File: src/rtl/multdiv_ctrl_if.sv
// Execute-stage <-> multdiv controller signal bundle.
// master: pipeline/multdiv side, slave: multdiv_ctrl.
interface multdiv_ctrl_if;
  logic        ex_valid;
  logic [4:0]  opcode;
  logic [4:0]  ALUop;
  logic [4:0]  rd;
  logic        flush;
  logic        data_resultRDY;
  logic        data_exception;
  logic [31:0] data_result;
  logic        ctrl_MULT;
  logic        ctrl_DIV;
  logic        stall;
  logic        md_we;
  logic [4:0]  md_dest;
  logic [31:0] md_wdata;
  logic [5:0]  busy_cycles;

  modport master (
    output ex_valid, opcode, ALUop, rd, flush,
           data_resultRDY, data_exception, data_result,
    input  ctrl_MULT, ctrl_DIV, stall, md_we, md_dest, md_wdata, busy_cycles
  );

  modport slave (
    input  ex_valid, opcode, ALUop, rd, flush,
           data_resultRDY, data_exception, data_result,
    output ctrl_MULT, ctrl_DIV, stall, md_we, md_dest, md_wdata, busy_cycles
  );
endinterface

File: src/rtl/multdiv_ctrl.sv
// Sequencing controller for the multi-cycle mul/div unit: start pulse,
// pipeline stall while busy, single-cycle writeback packet (redirected to
// $r30 with a status code on exception or timeout).
module multdiv_ctrl #(
  parameter int unsigned TIMEOUT  = 40,
  parameter int unsigned MUL_CODE = 4,
  parameter int unsigned DIV_CODE = 5
) (
  input  logic        clock,
  input  logic        reset,
  multdiv_ctrl_if.slave md
);

  localparam logic [5:0]  TMO_LAST = 6'(TIMEOUT - 1);
  localparam logic [5:0]  BUSY_MAX = '1;
  localparam logic [4:0]  RSTATUS  = 5'd30;
  localparam logic [31:0] MUL_WORD = 32'(MUL_CODE);
  localparam logic [31:0] DIV_WORD = 32'(DIV_CODE);

  typedef enum logic [1:0] {IDLE, BUSY, DONE} state_t;

  state_t      state, state_nxt;
  logic        is_mul, is_div, is_md;
  logic        start, finish_rdy, finish_tmo;
  logic        lat_mul;
  logic [4:0]  lat_rd;
  logic [5:0]  busy_q;
  logic [4:0]  dest_q;
  logic [31:0] wdata_q;
  logic [31:0] code_word;

  // Decode mul/div R-type in execute
  always_comb begin
    is_mul = md.ex_valid && (md.opcode == 5'd0) && (md.ALUop == 5'd6);
    is_div = md.ex_valid && (md.opcode == 5'd0) && (md.ALUop == 5'd7);
    is_md  = is_mul || is_div;
  end

  assign code_word = lat_mul ? MUL_WORD : DIV_WORD;

  // Next-state and combinational outputs; start is suppressed while reset is
  // asserted so no pulse escapes for an instruction that cannot be accepted.
  always_comb begin
    state_nxt    = state;
    start        = 1'b0;
    finish_rdy   = 1'b0;
    finish_tmo   = 1'b0;
    md.ctrl_MULT = 1'b0;
    md.ctrl_DIV  = 1'b0;
    md.stall     = 1'b0;
    unique case (state)
      IDLE: begin
        if (is_md && !md.flush && reset) begin
          start        = 1'b1;
          md.ctrl_MULT = is_mul;
          md.ctrl_DIV  = is_div;
          md.stall     = 1'b1;
          state_nxt    = BUSY;
        end
      end
      BUSY: begin
        md.stall = 1'b1;
        if (md.flush) begin
          state_nxt = IDLE;
        end else if (md.data_resultRDY) begin
          finish_rdy = 1'b1;
          state_nxt  = DONE;
        end else if (busy_q == TMO_LAST) begin
          finish_tmo = 1'b1;
          state_nxt  = DONE;
        end
      end
      DONE:    state_nxt = IDLE;
      default: state_nxt = IDLE;
    endcase
  end

  // State register
  always_ff @(posedge clock) begin
    if (!reset) state <= IDLE;
    else        state <= state_nxt;
  end

  // Operation latch, busy counter and registered writeback packet
  always_ff @(posedge clock) begin
    if (!reset) begin
      lat_mul <= 1'b0;
      lat_rd  <= '0;
      busy_q  <= '0;
      dest_q  <= '0;
      wdata_q <= '0;
    end else begin
      if (start) begin
        lat_mul <= is_mul;
        lat_rd  <= md.rd;
        busy_q  <= '0;
      end else if (state == BUSY && busy_q != BUSY_MAX) begin
        busy_q <= busy_q + 6'd1;
      end
      if (finish_rdy) begin
        if (md.data_exception) begin
          dest_q  <= RSTATUS;
          wdata_q <= code_word;
        end else begin
          dest_q  <= lat_rd;
          wdata_q <= md.data_result;
        end
      end else if (finish_tmo) begin
        dest_q  <= RSTATUS;
        wdata_q <= code_word;
      end
    end
  end

  assign md.md_we       = (state == DONE);
  assign md.md_dest     = dest_q;
  assign md.md_wdata    = wdata_q;
  assign md.busy_cycles = busy_q;

endmodule
File: src/flat_wrapper.sv
// flat-port wrapper written by rule: the top's interface ports become plain ports
module multdiv_ctrl_flat 
#(
  parameter int unsigned TIMEOUT  = 40,
  parameter int unsigned MUL_CODE = 4,
  parameter int unsigned DIV_CODE = 5
)
  (clock, reset, md_ex_valid, md_opcode, md_ALUop, md_rd, md_flush, md_data_resultRDY, md_data_exception, md_data_result, md_ctrl_MULT, md_ctrl_DIV, md_stall, md_md_we, md_md_dest, md_md_wdata, md_busy_cycles);
  multdiv_ctrl_if md_i ();
  input  logic clock;
  input  logic reset;
  input wire logic [$bits(md_i.ex_valid)-1:0] md_ex_valid;
  input wire logic [$bits(md_i.opcode)-1:0] md_opcode;
  input wire logic [$bits(md_i.ALUop)-1:0] md_ALUop;
  input wire logic [$bits(md_i.rd)-1:0] md_rd;
  input wire logic [$bits(md_i.flush)-1:0] md_flush;
  input wire logic [$bits(md_i.data_resultRDY)-1:0] md_data_resultRDY;
  input wire logic [$bits(md_i.data_exception)-1:0] md_data_exception;
  input wire logic [$bits(md_i.data_result)-1:0] md_data_result;
  output wire logic [$bits(md_i.ctrl_MULT)-1:0] md_ctrl_MULT;
  output wire logic [$bits(md_i.ctrl_DIV)-1:0] md_ctrl_DIV;
  output wire logic [$bits(md_i.stall)-1:0] md_stall;
  output wire logic [$bits(md_i.md_we)-1:0] md_md_we;
  output wire logic [$bits(md_i.md_dest)-1:0] md_md_dest;
  output wire logic [$bits(md_i.md_wdata)-1:0] md_md_wdata;
  output wire logic [$bits(md_i.busy_cycles)-1:0] md_busy_cycles;
  assign md_i.ex_valid = md_ex_valid;
  assign md_i.opcode = md_opcode;
  assign md_i.ALUop = md_ALUop;
  assign md_i.rd = md_rd;
  assign md_i.flush = md_flush;
  assign md_i.data_resultRDY = md_data_resultRDY;
  assign md_i.data_exception = md_data_exception;
  assign md_i.data_result = md_data_result;
  assign md_ctrl_MULT = md_i.ctrl_MULT;
  assign md_ctrl_DIV = md_i.ctrl_DIV;
  assign md_stall = md_i.stall;
  assign md_md_we = md_i.md_we;
  assign md_md_dest = md_i.md_dest;
  assign md_md_wdata = md_i.md_wdata;
  assign md_busy_cycles = md_i.busy_cycles;
  multdiv_ctrl #(.TIMEOUT(TIMEOUT), .MUL_CODE(MUL_CODE), .DIV_CODE(DIV_CODE)) u_core (.clock(clock), .reset(reset), .md(md_i));
endmodule
File: config.mk
export PLATFORM = sky130hd
export DESIGN_NAME = multdiv_ctrl_flat
export DESIGN_NICKNAME = d
export VERILOG_FILES = /design/src/rtl/multdiv_ctrl_if.sv /design/src/rtl/multdiv_ctrl.sv /design/src/flat_wrapper.sv
export SDC_FILE = /design/constraint.sdc
export NUM_CORES = 1
export LEC_CHECK = 0
export ABC_AREA = 1
export BUFFER_PORTS_ARGS = -buffer_cell sky130_fd_sc_hd__buf_2
export CAP_MARGIN = 20
export CORE_MARGIN = 3
export CORE_UTILIZATION = 46
export DETAILED_ROUTE_END_ITERATION = 8
export GPL_TIMING_DRIVEN = 0
export PLACE_DENSITY = 0.79
export SYNTH_ARGS = -nofsm -noshare
export SYNTH_HDL_FRONTEND = slang
export SYNTH_SLANG_ARGS = --single-unit
File: constraint.sdc
create_clock -name clock -period 1.9 [get_ports clock]
set_input_delay 0.19 -clock clock [delete_from_list [all_inputs] [get_ports clock]]
set_output_delay 0.19 -clock clock [all_outputs]
set_load 0.05 [all_outputs]
==> results of run 1 <==
flip-flops by register name, indices dropped and copies added, names as in the netlist:
signal,cells
u_core.lat_mul,1
u_core.state,2
u_core.lat_rd,5
u_core.md.md_wdata,32
u_core.md.busy_cycles,6
u_core.md.md_dest,5
logic make-up after synthesis:
logic type / after synthesis
fa+ha+maj: 1
flops: 51
xor+xnor: 3
simple gates: 155
compound gates: 50
buf+inv: 43
worst min-delay path by stage:
| stage | to | startpoint | slack (ns) | depth (start not counted) |
|---|---|---|---|---|
| 4_1_cts | u_core.md.md_wdata[20]$_SDFFE_PN0P_ | md_data_result[20] | 0.13 | 3 |
| 2_1_floorplan | u_core.md.md_dest[1]$_SDFFE_PN0P_ | reset | 0.33 | 2 |
| 5_1_grt | u_core.md.md_wdata[14]$_SDFFE_PN0P_ | md_data_result[14] | 0.12 | 3 |
| 6_report | u_core.md.md_wdata[20]$_SDFFE_PN0P_ | md_data_result[20] | 0.14 | 3 |
| 3_3_place_gp | u_core.md.md_wdata[20]$_SDFFE_PN0P_ | md_data_result[20] | 0.44 | 3 |
| 3_5_place_dp | u_core.md.md_wdata[4]$_SDFFE_PN0P_ | md_data_result[4] | 0.45 | 3 |
metrics by stage:
stage	cells	util, %	hold slack [ns]	area [um2]
after CTS	462	62.8	0.128	2770
after global routing	462	62.9	0.123	2780
after global placement	454	61.0	0.441	2690
after floorplan	303	-	0.332	2130
final	462	62.9	0.136	2780
after detailed placement	454	61.0	0.449	2690
layer usage:
metal	track usage (%)	share of wire, %
met1	23.5	41
met2	33.9	52
met3	4.73	6.8
met4	5.43	0.86
met5	0	0
tightest hold or removal path: stages:
cell,delay [ns]
buf_2,0.09
nand2_1,0.05
a21oi_1,0.05
power by group through the flow:
stage / registers [mW] / logic (mW) / clock network (mW)
after CTS: 1.07 / 0.101 / 0.604
after global routing: 1.07 / 0.113 / 0.653
after global placement: 1.09 / 0.0987 / 0
final: 1.07 / 0.0998 / 0.590
after detailed placement: 1.09 / 0.100 / 0
after floorplan: 1.09 / 0.0349 / 0
layout by cell type, fill, tap and decap left out, types with 6 or more instances in the layout:
cell / Yosys / final
nand2_1: 109 / 109
buf_2: 2 / 101
dfxtp_1: 51 / 50
a21oi_1: 43 / 43
inv_1: 29 / 29
nor2_1: 27 / 26
o21ai_0: 7 / 7
clkbuf_1: 4 / 6
nand4_1: 6 / 6
area by class of cell:
type                       instances  area, um2  area share, %
sequential                        51       1020           36.8
multi-input combinational        209        923           33.2
timing repair buffer              99        495           17.8
inverter                          32        120           4.32
clock buffer                       7       76.3           2.75
buffer                            11       70.1           2.52
tap                               52       65.1           2.34
clock inverter                     1       5.00          0.180
==> results.cfg, run 1 <==
[worst_setup_path]
cp_slowest_stage_delay_ns = 0.33
required_ns = 1.71
crit_family = simple AND/OR/NAND/NOR gates
path_cells = nor2_2 -> nand3_2 -> buf_6 -> nor2_1 -> buf_2
endpoint = md_ctrl_DIV
rr_worst_depth = 9
critical_path.startpoint = u_core.state[1]$_SDFFE_PN0P_
cp.buffers_inverters = 2
cp.depth = 5
cp.arrival_ns = 1.54
start_kind = flop
path_max_fanout = 10
cp-end-kind = primary output
path_class = reg -> out
rr_startpoint = u_core.md.busy_cycles[1]$_SDFFE_PP0P_
rrSetupSlack_ns = 0.22
critPathSlowestCell = dfxtp_1
r2r-end = u_core.md.md_wdata[8]$_SDFFE_PN0P_

[sta]
timing.final.crit_share_pct = 91.0
finalMaxSlewViolations = 0
tns_ns = 0
hold_violations = 0
setup_violations = 0
slew_headroom_pct = 70.0
finalCriticalPeriod_ns = 1.73
worst_pin_slew_ns = 0.450
worst_slack_ns = 0.171
max_freq_mhz = 578
fin_skew_ns = 0.00677
rsz0062_at_grt = no

[pwr]
max-vdd-ir-drop_mv = 0.608
pwr-share-seq_pct = 60.7
p_comb_share_pct = 5.7
internal_power_mw = 1.37
p_leak_nw = 1.35
sw_frac_of_total_pct = 21.8
power_mw = 1.76
p_switching_mw = 0.383
pwr-share-clk_pct = 33.6
powerDensity_nw_per_um2 = 633

[synth]
async_reset_ff_share_pct = 0
netlist_area_um2 = 2130
synthFlopType = dfxtp_1
synth_top_area_cell = dfxtp_1
ys_seq_area_share_pct = 47.9
synth_top_area_share_pct = 47.9
yosys.cell_types.count = 22
synthTopCellsByArea = dfxtp_1, nand2_1, a21oi_1
yosysMostFrequentCell = nand2_1
synth-adder-area-share_pct = 0.587
synth_common_cells = nand2_1, dfxtp_1, a21oi_1
synth-xor-area-share_pct = 1.23
syn_nets = 357
synthSimpleGateAreaFrac_pct = 29.6
avgSynthCellArea_um2 = 7.04
synth_top_family_by_area = simple AND/OR/NAND/NOR gates
synth-compound-area-share_pct = 11.7
yosysWarnings = 0
synth-seq-cells = 51
synth_edf_count = 0
syn_inst = 303
synthMuxAreaShare_pct = 0

[final_layout]
area_growth_pct = 30.3
fillers = 424
n_antenna_cell = 0
nets = 463
drive_gt1_share_pct = 30.2

[grt]
grt_start_max_net_pins = 15
grt_pass1_vias = 1978
track_usage_pct = 19.3
grt.overflow.total = 0
grt_pass1_wl_um = 8420
antenna_found_initial = 0

[outcome]
status = finished, final reports clean

[floorplanning]
die-area_um2 = 5490
start_util_pct = 48.3
num_rows = 24
core_um2 = 4410
die_w_um = 74.1
pin_count = 100
die_h_um = 74.1

[clocking]
cts_htree_levels = 2
ctsResizeCount = 0
hold_buffers = 0
cts.clk_slew.worst_paths_ns = 0.08
clock-root-buffer = clkbuf_8
clk_path_buf_depth = 2
post_cts_buffers = 0
clkLatencyLatePin_ns = 0.30
cts_sinks = 51
cts_buffers = 5
tritoncts = built

[placement]
routabilityCongestion = 0.778
dpl_worst_slack_ns = 0.151
portBuffers = 99
hpwl_um = 3930

[routing]
detail-route-antenna-nets = 0
drc = 0
wl_per_cell_um = 11.1
vias = 2164
viasPerCell = 4.68
drtIter0Drc = 80
wirelength_um = 5110
first_pass_iters = 4

[job]
drv_cap = 0

[hold_path]
hold_path_class = in -> reg
No activity file was read; power rests on OpenSTA's default activity.
==> run 2, diff against run 1 <==
Settings changed: CORE_UTILIZATION 46 to 25, PLACE_DENSITY 0.79 to default.
==> run 2 against run 1 <==
Effect of this change: clock power up 2%; clock skew up 0.0047 ns; non-clock buffer count unchanged; maximum frequency about the same; sequential cell count unchanged; die area up 76%; register-to-register slack worse by 0.03 ns; worst hold slack worse by 0.0020 ns; combinational power about the same; critical path depth unchanged; global-route usage down 7.7 points.
==> results.cfg, run 2 (synthesized netlist as in run 1, its figures left out) <==
[floorplanning]
die-area_um2 = 9670
start_util_pct = 25.8
num_rows = 33
pin_count = 100
core_um2 = 8260
die_h_um = 98.4
die_w_um = 98.4

[final_layout]
area_growth_pct = 33.6
nets = 463
multi_input_area_um2 = 923
regArea_um2 = 1020
mostFrequentLayoutCells = nand2_1, buf_2, dfxtp_1
fillers = 911
finalNonFillerCells = 515
largest_reg_flops = 32
final_common_cell = nand2_1
drive_gt1_share_pct = 30.7
n_antenna_cell = 0

[sta]
slew_headroom_pct = 66.5
worst_pin_slew_ns = 0.503
fin_skew_ns = 0.0115
setup_violations = 0
finalCriticalPeriod_ns = 1.73
worst_slack_ns = 0.171
hold_violations = 0
timing.final.crit_share_pct = 91.0
hold_slack_ns = 0.134
finalMaxSlewViolations = 0
tns_ns = 0
max_freq_mhz = 578

[grt]
track_usage_pct = 11.7
grt_pass1_wl_um = 9440
grt_pass1_vias = 2100
grt.overflow.total = 0
grt_start_max_net_pins = 16
antenna_found_initial = 0

[pwr]
internal_power_mw = 1.37
power_mw = 1.77
p_comb_share_pct = 5.7
p_leak_nw = 1.35
sw_frac_of_total_pct = 22.4
powerDensity_nw_per_um2 = 621
max-vdd-ir-drop_mv = 0.277
pwr-share-clk_pct = 33.9
pwr-share-seq_pct = 60.4
p_switching_mw = 0.395

[outcome]
status = finished, final reports clean

[hold_path]
worstHoldEndpoint = u_core.md.md_wdata[12]$_SDFFE_PN0P_
min_path_cells = 3
min-delay-start = md_data_result[12]
hold_path_class = in -> reg

[clocking]
tritoncts = built
cts_htree_levels = 2
clk_path_buf_depth = 2
cts.clk_slew.worst_paths_ns = 0.09
clkLatencyLatePin_ns = 0.30
cts_sinks = 51
hold_buffers = 0
cts_buffers = 5
clock-root-buffer = clkbuf_8

[worst_setup_path]
start_kind = flop
rr_startpoint = u_core.md.busy_cycles[0]$_SDFFE_PP0P_
path_max_fanout = 10
cp.arrival_ns = 1.54
required_ns = 1.71
r2r-end = u_core.md.md_wdata[7]$_SDFFE_PN0P_
cp-end-kind = primary output
rr_worst_depth = 9
path_class = reg -> out
rrSetupSlack_ns = 0.19

[routing]
viasPerCell = 4.17
wirelength_um = 5620
drc = 0
wl_per_cell_um = 10.9
first_pass_iters = 4
detail-route-antenna-nets = 0
drtIter0Drc = 50
vias = 2146

[placement]
placedCellCount = 507
dpl_worst_slack_ns = 0.121
routabilityCongestion = 0.818
hpwl_um = 4300
portBuffers = 99

[job]
drv_cap = 0
-- run 2: worst max path at each step --
stage	startpoint	end	slack, ns	depth (start not counted)
3_3_place_gp	u_core.md.busy_cycles[0]$_SDFFE_PP0P_	u_core.md.md_wdata[16]$_SDFFE_PN0P_	0.17	9
6_report	u_core.state[0]$_SDFFE_PN0P_	md_ctrl_DIV	0.17	5
2_1_floorplan	u_core.md.busy_cycles[0]$_SDFFE_PP0P_	u_core.md.md_dest[0]$_SDFFE_PN0P_	0.05	9
5_1_grt	u_core.md.busy_cycles[0]$_SDFFE_PP0P_	u_core.md.md_wdata[3]$_SDFFE_PN0P_	-0.02	9
3_5_place_dp	u_core.md.busy_cycles[0]$_SDFFE_PP0P_	u_core.md.md_wdata[7]$_SDFFE_PN0P_	0.12	9
4_1_cts	u_core.state[1]$_SDFFE_PN0P_	md_ctrl_MULT	0.06	5
-- run 2: routing by layer --
metal  GRT usage (%)  vias to the layer above  wire length [um]
met5               0                        -                 0
met3            2.64                        4               348
met4            3.15                        0                51
met2            19.3                       68              2580
met1            15.3                      921              2650
li1                -                     1153                 -
-- run 2: final cells by class --
cell class | instances | share of cell area (%)
Buffer | 11 | 2.46
Clock buffer | 6 | 2.55
Clock inverter | 2 | 0.439
Inverter | 32 | 4.22
Multi-Input combinational cell | 209 | 32.4
Sequential cell | 51 | 35.9
Tap cell | 105 | 4.61
Timing Repair Buffer | 99 | 17.4
-- run 2: stage by stage --
stage          utilization, %  instance area [um2]
2_1_floorplan               -                 2130
3_3_place_gp             33.4                 2760
3_5_place_dp             33.4                 2760
4_1_cts                  34.4                 2840
5_1_grt                  34.5                 2850
6_report                 34.5                 2850
-- run 2: repair_timing --
item / CTS / global route
resized for setup: 0 / 3
setup buffers: 0 / 0
endpoints found under the hold margin: 0 / 0
endpoints found under the setup margin: 0 / 30
-- run 2: power groups by stage --
stage	registers, mW	logic (mW)	clock network [mW]
floorplan	1.09	0.0349	0
global placement	1.09	0.101	0
detailed placement	1.09	0.102	0
CTS	1.07	0.103	0.640
global route	1.07	0.115	0.683
finish	1.07	0.101	0.600
-- run 2: critical path: stages, from the launching register on --
cell and delay, ns:
dfxtp_1 0.35, nor2_2 0.22, nand3_2 0.15, buf_6 0.18, nor2_1 0.08, buf_2 0.26
==> run 3, diff against run 2 <==
Settings changed: MAX_ROUTING_LAYER from default to met4, PLACE_DENSITY_LB_ADDON from default to 0.15.
==> run 3 against run 2 <==
Effect of this change: cell area up 1.4%; critical path depth rose by 4; sequential power hardly changed; register-to-register slack got worse by 0.04 ns; clock-buffer cell count unchanged; via count is 1.9% higher; critical path type is now reg -> reg; critical endpoint is now u_core.md.md_wdata[29]$_SDFFE_PN0P_.
==> results.cfg, run 3 (synthesized netlist as in run 1, its figures left out) <==
[worst_setup_path]
start_kind = flop
required_ns = 2.07
cp-end-kind = flop
rrSetupSlack_ns = 0.15
cp.buffers_inverters = 2
path_cells = ha_2 -> inv_1 -> nor2_1 -> nand2_1 -> nand2_2 -> nand2_2 -> clkbuf_4 -> nand2_1 -> a21oi_1
r2r-end = u_core.md.md_wdata[29]$_SDFFE_PN0P_
cp_slowest_stage_delay_ns = 0.42
cp.depth = 9
rr_worst_depth = 9
critPathSlowestCell = dfxtp_1
critical_path.startpoint = u_core.md.busy_cycles[1]$_SDFFE_PP0P_
path_max_fanout = 10
cp.arrival_ns = 1.92
rr_startpoint = u_core.md.busy_cycles[1]$_SDFFE_PP0P_
endpoint = u_core.md.md_wdata[29]$_SDFFE_PN0P_
crit_family = simple AND/OR/NAND/NOR gates
path_class = reg -> reg

[grt]
grt.overflow.total = 0
antenna_found_initial = 0
track_usage_pct = 12.3
grt_pass1_wl_um = 9430
grt_start_max_net_pins = 17
grt_pass1_vias = 1991

[floorplanning]
die-area_um2 = 9670
pin_count = 100
start_util_pct = 25.8
num_rows = 33
core_um2 = 8260
die_w_um = 98.4
die_h_um = 98.4

[routing]
wirelength_um = 5900
vias = 2187
wl_met3_um = 352
drtIter0Drc = 52
wl_met2_um = 2770
first_pass_iters = 4
wl_met1_um = 2710
detail-route-antenna-nets = 0
viasPerCell = 4.25
wl_per_cell_um = 11.4
route.top_layer_used = met4
drc = 0

[sta]
tns_ns = 0
fin_skew_ns = 0.00775
setup_violations = 0
finalCriticalPeriod_ns = 1.75
finalMaxSlewViolations = 0
hold_violations = 0
slew_headroom_pct = 67.0
timing.final.crit_share_pct = 92.1
worst_pin_slew_ns = 0.494
rsz0062_at_grt = no
max_freq_mhz = 571

[final_layout]
drive_gt1_share_pct = 31.0
n_antenna_cell = 0
stdcell_area_um2 = 2890
nets = 463
area_growth_pct = 35.5
mostFrequentLayoutCells = nand2_1, buf_2, dfxtp_1
largest_reg_flops = 32
final_common_cell = nand2_1
fillers = 950

[clocking]
clock-root-buffer = clkbuf_8
clkLatencyLatePin_ns = 0.30
cts_sinks = 51
clk_path_buf_depth = 2
cts_htree_levels = 2
cts.clk_slew.worst_paths_ns = 0.10
hold_buffers = 0
cts_buffers = 5
post_cts_buffers = 0
tritoncts = built

[pwr]
powerDensity_nw_per_um2 = 685
max-vdd-ir-drop_mv = 0.325
p_leak_nw = 1.37

[outcome]
status = finished, final reports clean

[placement]
dpl_cell_area_um2 = 2760
hpwl_um = 4440
routabilityCongestion = 0.725
portBuffers = 99

[job]
drv_cap = 0

[hold_path]
hold_path_class = in -> reg
-- run 3: per-layer routing --
metal / track usage (%) / vias up
met4: 3.15 / 0
met1: 15.3 / 975
met5: - / -
met3: 3.36 / 7
li1: - / 1152
met2: 20.0 / 53
-- run 3: report_power, final --
group          internal, mW  switching, mW  leakage, nW
clock                 0.434          0.374       0.0618
sequential             1.07      0.0000400        0.411
combinational        0.0478         0.0538        0.900
total                  1.55          0.428         1.37
-- run 3: layout make-up --
| type | count | area [um2] | area share, % |
|---|---|---|---|
| repair buffers | 99 | 495 | 17.2 |
| flip-flops and latches | 51 | 1020 | 35.4 |
| well taps | 105 | 131 | 4.55 |
| clock inverters | 2 | 38.8 | 1.34 |
| plain buffers | 11 | 72.6 | 2.51 |
| multi-input cells | 209 | 926 | 32.0 |
| clock buffers | 6 | 82.6 | 2.86 |
| inverters | 32 | 120 | 4.16 |
-- run 3: worst min-delay path by stage --
| stage | startpoint | end | slack (ns) | depth (start not counted) |
|---|---|---|---|---|
| after floorplan | reset | u_core.md.md_dest[1]$_SDFFE_PN0P_ | 0.33 | 2 |
| after global placement | md_data_result[16] | u_core.md.md_wdata[16]$_SDFFE_PN0P_ | 0.44 | 3 |
| after detailed placement | md_data_result[16] | u_core.md.md_wdata[16]$_SDFFE_PN0P_ | 0.45 | 3 |
| after CTS | md_data_result[16] | u_core.md.md_wdata[16]$_SDFFE_PN0P_ | 0.11 | 3 |
| after global routing | md_data_result[21] | u_core.md.md_wdata[21]$_SDFFE_PN0P_ | 0.11 | 3 |
| final | md_data_result[7] | u_core.md.md_wdata[7]$_SDFFE_PN0P_ | 0.12 | 3 |
-- run 3: metrics by stage --
stage	power [mW]	instances	hold slack, ns	setup slack [ns]	util, %
floorplan	1.13	303	0.332	0.0464	-
global placement	1.20	507	0.445	0.117	33.4
detailed placement	1.20	507	0.447	0.0735	33.4
CTS	2.01	515	0.110	0.00439	34.9
global route	2.07	515	0.106	0.00203	35.0
finish	1.98	515	0.122	0.149	35.0
-- run 3: worst register-to-register path, stage by stage, from the launching register on --
cell      delay, ns
dfxtp_1        0.42
ha_2           0.24
inv_1          0.04
nor2_1         0.13
nand2_1        0.12
nand2_2        0.16
nand2_2        0.16
clkbuf_4       0.24
nand2_1        0.07
a21oi_1        0.06
-- run 3: timing repair --
| action | in CTS | in global routing |
|---|---|---|
| setup endpoints to repair | 0 | 23 |
| hold endpoints to repair | 0 | 0 |
| gates resized for setup | 0 | 4 |
